--- src/rtl/rst_seq_pkg.sv ---
// Shared types for the reset sequencer.
// State and cause enums plus cause encodings.
package rst_seq_pkg;

  typedef enum logic [1:0] {
    RS_ASSERT  = 2'b00,
    RS_RELEASE = 2'b01,
    RS_DONE    = 2'b10
  } rs_state_e;

  typedef enum logic [1:0] {
    RC_POR = 2'b00,
    RC_EXT = 2'b01,
    RC_SW  = 2'b10
  } rs_cause_e;

  localparam logic [1:0] CAUSE_POR = 2'b00;
  localparam logic [1:0] CAUSE_EXT = 2'b01;
  localparam logic [1:0] CAUSE_SW  = 2'b10;

endpackage

--- src/rtl/rst_sync_chain.sv ---
// DEPTH-flop synchronizer with synchronous active-low clear to 0.
// Ports: i_clk, i_clr_n, i_d (async in), o_q (synchronized out).
module rst_sync_chain #(
  parameter int DEPTH = 2
) (
  input  logic i_clk,
  input  logic i_clr_n,
  input  logic i_d,
  output logic o_q
);

  logic [DEPTH-1:0] r_q;

  always_ff @(posedge i_clk) begin
    if (!i_clr_n) r_q <= '0;
    else          r_q <= {r_q[DEPTH-2:0], i_d};
  end

  assign o_q = r_q[DEPTH-1];

endmodule

--- src/rtl/reset_sequencer.sv ---
// Merges rst_n, ext pin and sw request; stretches, then releases
// NUM_CH resets in order. Ports: clk, rst_n, ext_rst_n_async,
// sw_rst_req, rst_n_out, busy, rst_cause (macro RSTSEQ_CAUSE_EN).
module reset_sequencer
  import rst_seq_pkg::*;
#(
  parameter int NUM_CH         = 4,
  parameter int SYNC_STAGES    = 2,
  parameter int STRETCH_CYCLES = 16,
  parameter int GAP_CYCLES     = 8
) (
  input  logic              clk,
  input  logic              rst_n,
  input  logic              ext_rst_n_async,
  input  logic              sw_rst_req,
  output logic [NUM_CH-1:0] rst_n_out,
  output logic              busy
`ifdef RSTSEQ_CAUSE_EN
  ,
  output logic [1:0]        rst_cause
`endif
);

  localparam int CNT_MAX =
    (STRETCH_CYCLES > GAP_CYCLES) ? STRETCH_CYCLES : GAP_CYCLES;
  localparam int CNT_W = $clog2(CNT_MAX + 1);
  localparam int CH_L2 = $clog2(NUM_CH + 1);
  localparam int CH_W  = (CH_L2 > 1) ? CH_L2 : 1;

  logic w_ext_sync;
  logic w_ext_act;
  logic w_src_act;

  rs_state_e         r_state, w_state_nxt;
  logic [CNT_W-1:0]  r_cnt, w_cnt_nxt;
  logic [CH_W-1:0]   r_ch, w_ch_nxt;
  logic [NUM_CH-1:0] r_out, w_out_nxt;
  logic              r_busy, w_busy_nxt;
`ifdef RSTSEQ_CAUSE_EN
  rs_cause_e         r_cause, w_cause_nxt;
`endif

  rst_sync_chain #(
    .DEPTH (SYNC_STAGES)
  ) u_sync (
    .i_clk   (clk),
    .i_clr_n (rst_n),
    .i_d     (ext_rst_n_async),
    .o_q     (w_ext_sync)
  );

  assign w_ext_act = !w_ext_sync;
  assign w_src_act = w_ext_act || sw_rst_req;

  always_comb begin
    w_state_nxt = r_state;
    w_cnt_nxt   = r_cnt;
    w_ch_nxt    = r_ch;
    w_out_nxt   = r_out;
    w_busy_nxt  = r_busy;
`ifdef RSTSEQ_CAUSE_EN
    w_cause_nxt = r_cause;
`endif
    unique case (r_state)
      RS_ASSERT: begin
        if (w_src_act) begin
          w_cnt_nxt = '0;
        end else if (r_cnt == CNT_W'(STRETCH_CYCLES - 1)) begin
          w_out_nxt[0] = 1'b1;
          w_cnt_nxt    = '0;
          w_ch_nxt     = CH_W'(1);
          if (NUM_CH == 1) begin
            w_state_nxt = RS_DONE;
            w_busy_nxt  = 1'b0;
          end else begin
            w_state_nxt = RS_RELEASE;
          end
        end else begin
          w_cnt_nxt = r_cnt + 1'b1;
        end
      end
      RS_RELEASE: begin
        if (w_src_act) begin
          w_state_nxt = RS_ASSERT;
          w_out_nxt   = '0;
          w_cnt_nxt   = '0;
          w_ch_nxt    = '0;
          w_busy_nxt  = 1'b1;
`ifdef RSTSEQ_CAUSE_EN
          w_cause_nxt = w_ext_act ? RC_EXT : RC_SW;
`endif
        end else if (r_cnt == CNT_W'(GAP_CYCLES - 1)) begin
          for (int k = 0; k < NUM_CH; k++) begin
            if (r_ch == CH_W'(k)) w_out_nxt[k] = 1'b1;
          end
          w_cnt_nxt = '0;
          w_ch_nxt  = r_ch + 1'b1;
          if (r_ch == CH_W'(NUM_CH - 1)) begin
            w_state_nxt = RS_DONE;
            w_busy_nxt  = 1'b0;
          end
        end else begin
          w_cnt_nxt = r_cnt + 1'b1;
        end
      end
      RS_DONE: begin
        if (w_src_act) begin
          w_state_nxt = RS_ASSERT;
          w_out_nxt   = '0;
          w_cnt_nxt   = '0;
          w_ch_nxt    = '0;
          w_busy_nxt  = 1'b1;
`ifdef RSTSEQ_CAUSE_EN
          w_cause_nxt = w_ext_act ? RC_EXT : RC_SW;
`endif
        end
      end
      default: begin
        w_state_nxt = RS_ASSERT;
        w_out_nxt   = '0;
        w_cnt_nxt   = '0;
        w_ch_nxt    = '0;
        w_busy_nxt  = 1'b1;
      end
    endcase
  end

  always_ff @(posedge clk) begin
    if (!rst_n) begin
      r_state <= RS_ASSERT;
      r_cnt   <= '0;
      r_ch    <= '0;
      r_out   <= '0;
      r_busy  <= 1'b1;
`ifdef RSTSEQ_CAUSE_EN
      r_cause <= RC_POR;
`endif
    end else begin
      r_state <= w_state_nxt;
      r_cnt   <= w_cnt_nxt;
      r_ch    <= w_ch_nxt;
      r_out   <= w_out_nxt;
      r_busy  <= w_busy_nxt;
`ifdef RSTSEQ_CAUSE_EN
      r_cause <= w_cause_nxt;
`endif
    end
  end

  assign rst_n_out = r_out;
  assign busy      = r_busy;
`ifdef RSTSEQ_CAUSE_EN
  assign rst_cause = r_cause;
`endif

endmodule

--- config.mk ---
export PLATFORM = sky130hd
export DESIGN_NAME = reset_sequencer
export DESIGN_NICKNAME = d
export VERILOG_FILES = /design/src/rtl/rst_seq_pkg.sv /design/src/rtl/rst_sync_chain.sv /design/src/rtl/reset_sequencer.sv
export SDC_FILE = /design/constraint.sdc
export NUM_CORES = 1
export LEC_CHECK = 0
export ABC_AREA = 1
export BUFFER_PORTS_ARGS = -buffer_cell sky130_fd_sc_hd__buf_2
export CORE_UTILIZATION = 35
export DETAILED_ROUTE_END_ITERATION = 10
export HOLD_SLACK_MARGIN = 0.03
export PLACE_DENSITY = 0.56
export SLEW_MARGIN = 5
export SYNTH_ARGS = -nofsm -noshare
export SYNTH_HDL_FRONTEND = slang
export SYNTH_SLANG_ARGS = --single-unit
export TNS_END_PERCENT = 10
--- constraint.sdc ---
create_clock -name clk -period 1.7 [get_ports clk]
set_input_delay 0.34 -clock clk [delete_from_list [all_inputs] [get_ports clk]]
set_output_delay 0.34 -clock clk [all_outputs]
set_load 0.05 [all_outputs]
# Word-level counts from Yosys, hierarchy flattened
# Index checks and enable logic that the tools add are counted.
[op_classes]
n_addsub = 2
n_reduce_logical = 10
n_mux = 35
bitwise_logic = 1
eq_ne = 15
[ops]
columns = ["cell", "n"]
rows = [
  ["$mux 5", 5],
  ["$pmux 3 s3", 2],
  ["$reduce_and 4->1", 4],
  ["$mux 3", 5],
  ["$ne 3x3->1 const B", 5],
  ["$pmux 5 s3", 1],
  ["$mux 2", 6],
  ["$mux 4", 3],
  ["$mux 1", 10],
  ["$reduce_and 5->1", 2],
  ["$eq 3x2->1 const B", 2],
  ["$ne 2x2->1 const B", 3],
  ["$pmux 1 s3", 2],
  ["$pmux 2 s3", 1],
  ["$add 5x1->5 const B", 1],
  ["$eq 5x3->1 const B", 1],
  ["$eq 5x4->1 const B", 1],
  ["$add 3x1->3 const B", 1],
  ["$eq 3x1->1 const B", 1],
  ["$logic_not 3->1", 1],
  ["$eq 2x1->1 const B", 1],
  ["$eq 2x2->1 const B", 1],
  ["$logic_not 2->1", 1],
  ["$logic_not 1->1", 1],
  ["2 further kinds", 2],
]
[word_totals]
in_bits = 4
word_cells = 72
out_inout_bits = 5
reg_bits = 17

# Depth between registers and ports, before layout
# Gate-level depths: netlist of run 1.
[logic_depth]
word_depth = 5
ltp_mapped = 13
depth_no_buf = 13

# Cells and area by module
# Synthesis of run 1 repeated with hierarchy kept, for this count alone.
[unflattened]
hier_cells = 140
hier_area_um2 = 965.9
[by_module_without_submodules]
columns = ["module", "seq_area_each_um2", "area_each_um2", "cells_per_inst", "n_inst"]
rows = [
  ["reset_sequencer", 300.3, 910.9, 134, 1],
  ["rst_sync_chain", 40.0, 55.1, 6, 1],
]

# Least setup slack after synthesis of run 1
# OpenSTA, ideal clock, no wires.
[synth_timing]
path_kind = "flip-flop to flip-flop"
from = "register r_cnt[0]"
to = "register r_ch[2]"
setup_ns = 0.117
path_slack_ns = 0.252
arrival_ns = 1.330
n_path_buf = 0
synth_period_minus_slack_ns = 1.448
required_ns = 1.583
path_stages_with_launch = 13
cell_sequence = "dfxtp_1 -> ha_1 -> nand2_1 -> inv_1 -> nand2_1 -> inv_1 -> ha_1 -> nand3_1 -> nand2_1 -> nand3_2 -> nand2_1 -> nand2_1 -> nor2_1"
[synth_via]
elab_chain_len = 3
word_cells_on_any_way = 5
cone_classes = "eq/ne: 4; reduce/logical: 1"
[synth_rtl]
columns = ["item", "line_no", "source"]
rows = [
  ["from (decl)", "reset_sequencer.sv:35", "logic [CNT_W-1:0] r_cnt, w_cnt_nxt;"],
  ["from (signal assigned)", "reset_sequencer.sv:140", "r_cnt <= w_cnt_nxt;"],
  ["$eq 5x3->1 / $eq 5x4->1 (equally long branches)", "reset_sequencer.sv:92, reset_sequencer.sv:68", ""],
  ["$ne 3x3->1 (no line) / $ne 2x2->1 (equally long branches)", "--", ""],
  ["$reduce_and 4->1 (no line) *", "--", ""],
  ["to (signal assigned)", "reset_sequencer.sv:141", "r_ch <= w_ch_nxt;"],
  ["to (decl)", "reset_sequencer.sv:36", "logic [CH_W-1:0] r_ch, w_ch_nxt;"],
]
# Mark *: on every way between the ends. The rest lies on a longest branch, timed or not.
# A chain may end at the register's enable or synchronous reset.

# Final worst setup path of run 1
# Ends and elaborated chain as after synthesis.

==> flow_summary.json, run 1 <==
{
  "status": "completed",
  "crit_arrival_ns": 1.75,
  "p_int_mw": 0.544,
  "finalWeightedCongestion": 0.856,
  "fmax_ghz": 0.642,
  "dr.pass1.iters": 4,
  "synth_compound_area_frac": 0.0945,
  "mappedNetlistNets": 146,
  "wire_per_inst_um": 10.3,
  "synth_cell_types": 23,
  "drcViolationCount": 0,
  "hold_buffers": 0,
  "hold_path.class": "primary input to flip-flop",
  "cap_viol_max_count": 0,
  "startpoint_type": "flip-flop",
  "min_from": "ext_rst_n_async",
  "die_area_um2": 3060,
  "setup_slack_ns": 0.142,
  "pwr-share-clk": 0.287,
  "synth_top_area_frac": 0.343,
  "hold_violations": 0,
  "cts.htree.levels": 1,
  "syn_area_um2": 993,
  "rows": 18,
  "cts_sinks": 17,
  "swShare": 0.304,
  "reg2reg_from": "r_cnt[0]",
  "path_class": "flip-flop to flip-flop",
  "cp_max_fo": 5,
  "endpoint_kind": "flip-flop",
  "core_um2": 2570,
  "dieHeight_um": 55.3,
  "ys_top_cells_by_area": "dfxtp_1 (34%), nand2_1 (11%), ha_1 (10%), inv_1 (9.1%), nor2_1 (4.9%)",
  "synthMuxAreaShare": 0,
  "synthAdderAreaFrac": 0.101,
  "tightest_slew_ns": 0.289,
  "setup_viol": 0,
  "fin_tns_setup_ns": 0,
  "synth-simple-area-share": 0.336,
  "p_leak_nw": 0.529,
  "p_per_area_nw_per_um2": 711,
  "grt_pass1_wl_um": 3110,
  "dp_hpwl_um": 1400,
  "ys_warn_count": 0,
  "grt_max_degree": 13,
  "via_count": 815,
  "die_w_um": 55.3,
  "layout.nets": 158,
  "period_needed_ns": 1.56,
  "ios": 9,
  "clockRootBuffer": "clkbuf_4",
  "avgViaCountPerCell": 4.66,
  "ys_ff_latch": 17,
  "drive_gt1_frac": 0.221,
  "slew_viol_final": 0,
  "grt-ovfl-total": 0,
  "slew_headroom": 0.806,
  "switching_power_mw": 0.238,
  "drt_iter0_drc": 34,
  "antenna_left": 0,
  "clkTransAtPathRegs_ns": 0.11,
  "area_delta_synth_final_pct": 10.7,
  "clk_latency_ns": 0.29,
  "cts_tree": "built",
  "portBuffers": 8,
  "initial_utilization": 0.387,
  "placed_area_um2": 1050,
  "antenna_found_initial": 0,
  "post-place-ws_ns": 0.0976,
  "synthXorXnorAreaFrac": 0.00882,
  "crit_path_start": "r_cnt[0]",
  "syn_inst": 134,
  "avgSynthCellArea_um2": 7.41,
  "antenna_cells": 0,
  "yosys.area.top_type": "dfxtp_1",
  "clock_path_buffers": 2,
  "rsz0062_at_grt": "false",
  "pwr-share-comb": 0.166,
  "wirelength_um": 1810,
  "post-route-period-util": 0.916,
  "vdd_drop_max_mv": 0.429,
  "cts_buffers": 3,
  "ys_seq_area_frac": 0.343,
  "synth_top_family_by_area": "simple AND/OR/NAND/NOR gates",
  "final_cell_area_um2": 1100,
  "grt_pass1_vias": 724,
  "required_ns": 1.89,
  "grtUsageTotal": 0.125,
  "fin_skew_ns": 0.00329,
  "power_frac_seq": 0.547
}
[registers in the layout, indices dropped and copies added (netlist names)]
register / flops
busy: 1
rst_n_out: 4
u_sync.r_q: 2
r_ch: 3
r_state: 2
r_cnt: 5
[metrics by stage]
step	util	cells	hold WS [ns]	power [mW]
floorplan	-	134	0.390	0.537
global placement	0.410	170	0.394	0.564
detailed placement	0.410	170	0.404	0.564
CTS	0.421	174	0.219	0.787
global route	0.428	175	0.211	0.830
finish	0.428	175	0.219	0.782
[what timing repair did]
| action | 4_1_cts | 5_1_grt |
|---|---|---|
| resized for setup | 0 | 4 |
| setup endpoints to repair | 0 | 5 |
| setup buffers | 0 | 1 |
[layer usage]
metal | share of wire | global-route usage
met5 | 0 | 0
met4 | 0.015 | 0.0536
met3 | 0.025 | 0.0211
met2 | 0.44 | 0.189
met1 | 0.51 | 0.175
[worst paths after layout]
path                         to  depth (start not counted)  slack (ns)
setup reg to reg        r_ch[2]                         12        0.14
hold / removal    u_sync.r_q[0]                          3        0.22
hold reg to reg   u_sync.r_q[1]                          2        0.43
setup / recovery        r_ch[2]                         12        0.14
[Yosys cell counts (all sizes together)]
cell,instances
a21oi,9
a22oi,1
buf,2
dfxtp,17
ha,8
inv,26
nand2,32
nand3,11
nand4,7
nor2,16
o21ai,3
o21bai,1
xor2,1
[cells in the final DEF, fill, tap and decap left out, types with 2 or more instances in the layout]
master,netlist,final
inv_2,2,2
nand4_1,7,7
dfxtp_1,17,15
a21oi_2,4,4
clkbuf_4,0,3
nand3_4,1,2
inv_1,24,24
ha_1,8,8
dfxtp_2,0,2
a21oi_1,5,5
nand3_1,7,7
nand2_4,2,2
nand3_2,3,2
nor2_1,13,13
nor2_2,2,2
buf_2,0,8
nand2_1,30,29
[layout make-up]
type / count / area [um2]
inverters: 26 / 97.6
repair buffers: 9 / 47.5
fillers: 263 / 1470
flip-flops and latches: 17 / 343
clock buffers: 3 / 22.5
clock inverters: 1 / 5.00
well taps: 30 / 37.5
multi-input cells: 89 / 547
[power groups by stage]
stage / clock network (mW) / registers [mW] / logic, mW
4_1_cts: 0.231 / 0.429 / 0.127
3_5_place_dp: 0 / 0.438 / 0.126
2_1_floorplan: 0 / 0.457 / 0.0805
6_report: 0.224 / 0.428 / 0.130
5_1_grt: 0.252 / 0.432 / 0.146
3_3_place_gp: 0 / 0.437 / 0.127
[worst max-delay path, stage by stage, from the launching register on]
cell and delay (ns):
dfxtp_2 0.34, ha_1 0.20, nand2_1 0.08, inv_1 0.05, nand2_1 0.07, inv_1 0.04
ha_1 0.19, nand3_1 0.11, nand2_2 0.11, nand3_4 0.12, nand2_1 0.06, nand2_1 0.06
nor2_1 0.03
[logic make-up after synthesis]
logic type / Yosys count
DFF: 17
adders and majority gates: 8
and+or+nand+nor: 66
xor gates and xnor gates: 1
buffers and inverters: 28
AOI/OAI and AO/OA: 14
Power figures use the tool's default switching activity.
==> run 2: changes to the inputs <==
--- a/config.mk
+++ b/config.mk
@@ -7,10 +7,10 @@
 export LEC_CHECK = 0
 export ABC_AREA = 1
 export BUFFER_PORTS_ARGS = -buffer_cell sky130_fd_sc_hd__buf_2
-export CORE_UTILIZATION = 35
+export CORE_UTILIZATION = 50
 export DETAILED_ROUTE_END_ITERATION = 10
 export HOLD_SLACK_MARGIN = 0.03
-export PLACE_DENSITY = 0.56
+export PLACE_DENSITY = 0.76
 export SLEW_MARGIN = 5
 export SYNTH_ARGS = -nofsm -noshare
 export SYNTH_HDL_FRONTEND = slang
==> constraint.sdc (replaced) <==
create_clock -name clk -period 1.35 [get_ports clk]
set_input_delay 0.27 -clock clk [delete_from_list [all_inputs] [get_ports clk]]
set_output_delay 0.27 -clock clk [all_outputs]
set_load 0.05 [all_outputs]
==> run 2 against run 1 <==
The run now ends with setup timing left. Register-to-register slack worse by 0.16 ns. Largest power group unchanged. Final area up 7.7%. Maximum frequency up 14%. Highest routed layer unchanged. Sequential share of layout area down 1.9 points. Die area down 29%. Combinational power up 32%. Worst setup slack worse by 0.16 ns. Global-route usage up 8.7 points.
==> flow_summary.json, run 2 (same netlist as run 1, synthesis figures left out) <==
{
  "critPathSlowestCell": "dfxtp_2",
  "cts_sinks": 17,
  "clock_path_buffers": 2,
  "cp_max_fo": 3,
  "path_class": "flip-flop to flip-flop",
  "dieHeight_um": 46.6,
  "required_ns": 1.60,
  "pwr-share-comb": 0.172,
  "drt_iter0_drc": 13,
  "violations": "setup timing",
  "cts_buffers": 3,
  "portBuffers": 8,
  "area_delta_synth_final_pct": 19.3,
  "cap_viol_max_count": 0,
  "r2r_cells": 13,
  "largest_register": "r_cnt",
  "vdd_drop_max_mv": 0.716,
  "hold_path_depth": 3,
  "clk_latency_ns": 0.30,
  "wirelength_um": 1940,
  "p_int_mw": 0.695,
  "largest_reg_flops": 5,
  "rows": 15,
  "crit_arrival_ns": 1.62,
  "drive_gt1_frac": 0.329,
  "tightest_slew_ns": 0.256,
  "clockRootBuffer": "clkbuf_4",
  "initial_utilization": 0.551,
  "cts_tree": "built",
  "setup_viol": 5,
  "slew_headroom": 0.829,
  "p_total_mw": 0.993,
  "cp_slowest_stage_delay_ns": 0.35,
  "grt-ovfl-total": 0,
  "switching_power_mw": 0.298,
  "final_util": 0.658,
  "period_needed_ns": 1.37,
  "endpoint_kind": "flip-flop",
  "grt_pass1_wl_um": 3200,
  "clkTransAtPathRegs_ns": 0.09,
  "drcViolationCount": 0,
  "via_count": 876,
  "antenna_found_initial": 0,
  "antenna_cells": 0,
  "status": "finished, violations left",
  "slew_viol_final": 0,
  "wire_per_inst_um": 11.1,
  "antenna_left": 0,
  "dr.pass1.iters": 4,
  "crit_chain": "ha_4, nand2_2, inv_2, nand2_2, inv_2, ha_4, nor2_1, nand2_1, nand2_2, nand2_1, nand2_1, nand2_1, inv_1",
  "avgViaCountPerCell": 5.03,
  "post-route-period-util": 1.02,
  "final_common_cell": "nand2_1",
  "p_leak_nw": 0.543,
  "swShare": 0.300,
  "die_area_um2": 2170,
  "dp_hpwl_um": 1440,
  "hold_violations": 0,
  "grt_pass1_vias": 790,
  "fin_skew_ns": 0.00369,
  "hold_buffers": 0,
  "fmax_ghz": 0.730,
  "path_depth": 13,
  "place_inst": 169,
  "die_w_um": 46.6,
  "hold_ws_ns": 0.150,
  "cts.htree.levels": 1,
  "setup_slack_ns": -0.0205,
  "fillers": 162,
  "critical_path.top_delay_family": "simple AND/OR/NAND/NOR gates",
  "finalWeightedCongestion": 0.898,
  "grtUsageTotal": 0.212,
  "final_cell_area_um2": 1180,
  "final_cell_mix": "nand2_1 (25), inv_1 (22), nor2_1 (12), dfxtp_1 (12), buf_2 (8)",
  "p_per_area_nw_per_um2": 838,
  "placed_area_um2": 1100,
  "ios": 9,
  "hold_path.class": "primary input to flip-flop",
  "layout.nets": 162,
  "crit_top_cell": "nand2_1",
  "power_frac_seq": 0.547,
  "pwr-share-clk": 0.281,
  "crit_buf_inv": 3,
  "startpoint_type": "flip-flop",
  "rsz0062_at_grt": "true",
  "core_um2": 1800,
  "finalNonFillerCells": 174,
  "grt_max_degree": 13
}
-- run 2: changes by cell type in the layout (fill, tap and decap cells not counted), moves of 2 or more --
cell     delta
buf_4       +4
nand2_1     -4
dfxtp_1     -3
dfxtp_2     +3
nand2_2     +3
ha_1        -2
ha_4        +2
inv_1       -2
inv_2       +2
-- run 2: path summary, 6_finish.rpt --
kind | startpoint | end | slack (ns)
worst max-delay path | r_cnt[0] | r_cnt[1] | -0.02
worst min-delay path | ext_rst_n_async | u_sync.r_q[0] | 0.15
worst max register to register | r_cnt[0] | r_cnt[1] | -0.02
worst min register to register | u_sync.r_q[0] | u_sync.r_q[1] | 0.41
-- run 2: worst min-delay path, stage by stage --
cell and delay (ns):
buf_2 0.07, nand2_1 0.04, inv_1 0.04
-- run 2: through the flow --
stage	setup WS, ns	TNS [ns]
2_1_floorplan	0.00233	0
3_3_place_gp	-0.0692	-0.254
3_5_place_dp	-0.0911	-0.439
4_1_cts	-0.0215	-0.0248
5_1_grt	-0.146	-0.923
6_report	-0.0205	-0.0604
-- run 2: power groups by stage --
stage / Clock, mW / Sequential (mW) / Combinational, mW
after CTS: 0.292 / 0.541 / 0.169
after global placement: 0 / 0.551 / 0.160
after global routing: 0.319 / 0.546 / 0.191
after detailed placement: 0 / 0.552 / 0.162
after floorplan: 0 / 0.576 / 0.102
final: 0.279 / 0.543 / 0.171
-- run 2: routing by layer --
metal,track usage,vias to the layer above,share of wire
li1,-,452,-
met1,0.240,401,0.44
met2,0.353,17,0.51
met3,0.0745,6,0.030
met4,0.0941,0,0.023
met5,0,-,0
-- run 2: repair_timing --
action,CTS,global route
gates cloned,0,0
setup buffers,0,1
pin swaps,6,4
gates resized for setup,10,6
setup endpoints to repair,10,14
-- run 2: final cells by class --
type | instances | area (um2) | share of cell area
timing repair buffer | 13 | 77.6 | 0.0655
multi-input combinational | 89 | 606 | 0.511
tap | 25 | 31.3 | 0.0264
sequential | 17 | 347 | 0.293
inverter | 26 | 97.6 | 0.0824
clock buffer | 4 | 26.3 | 0.0222
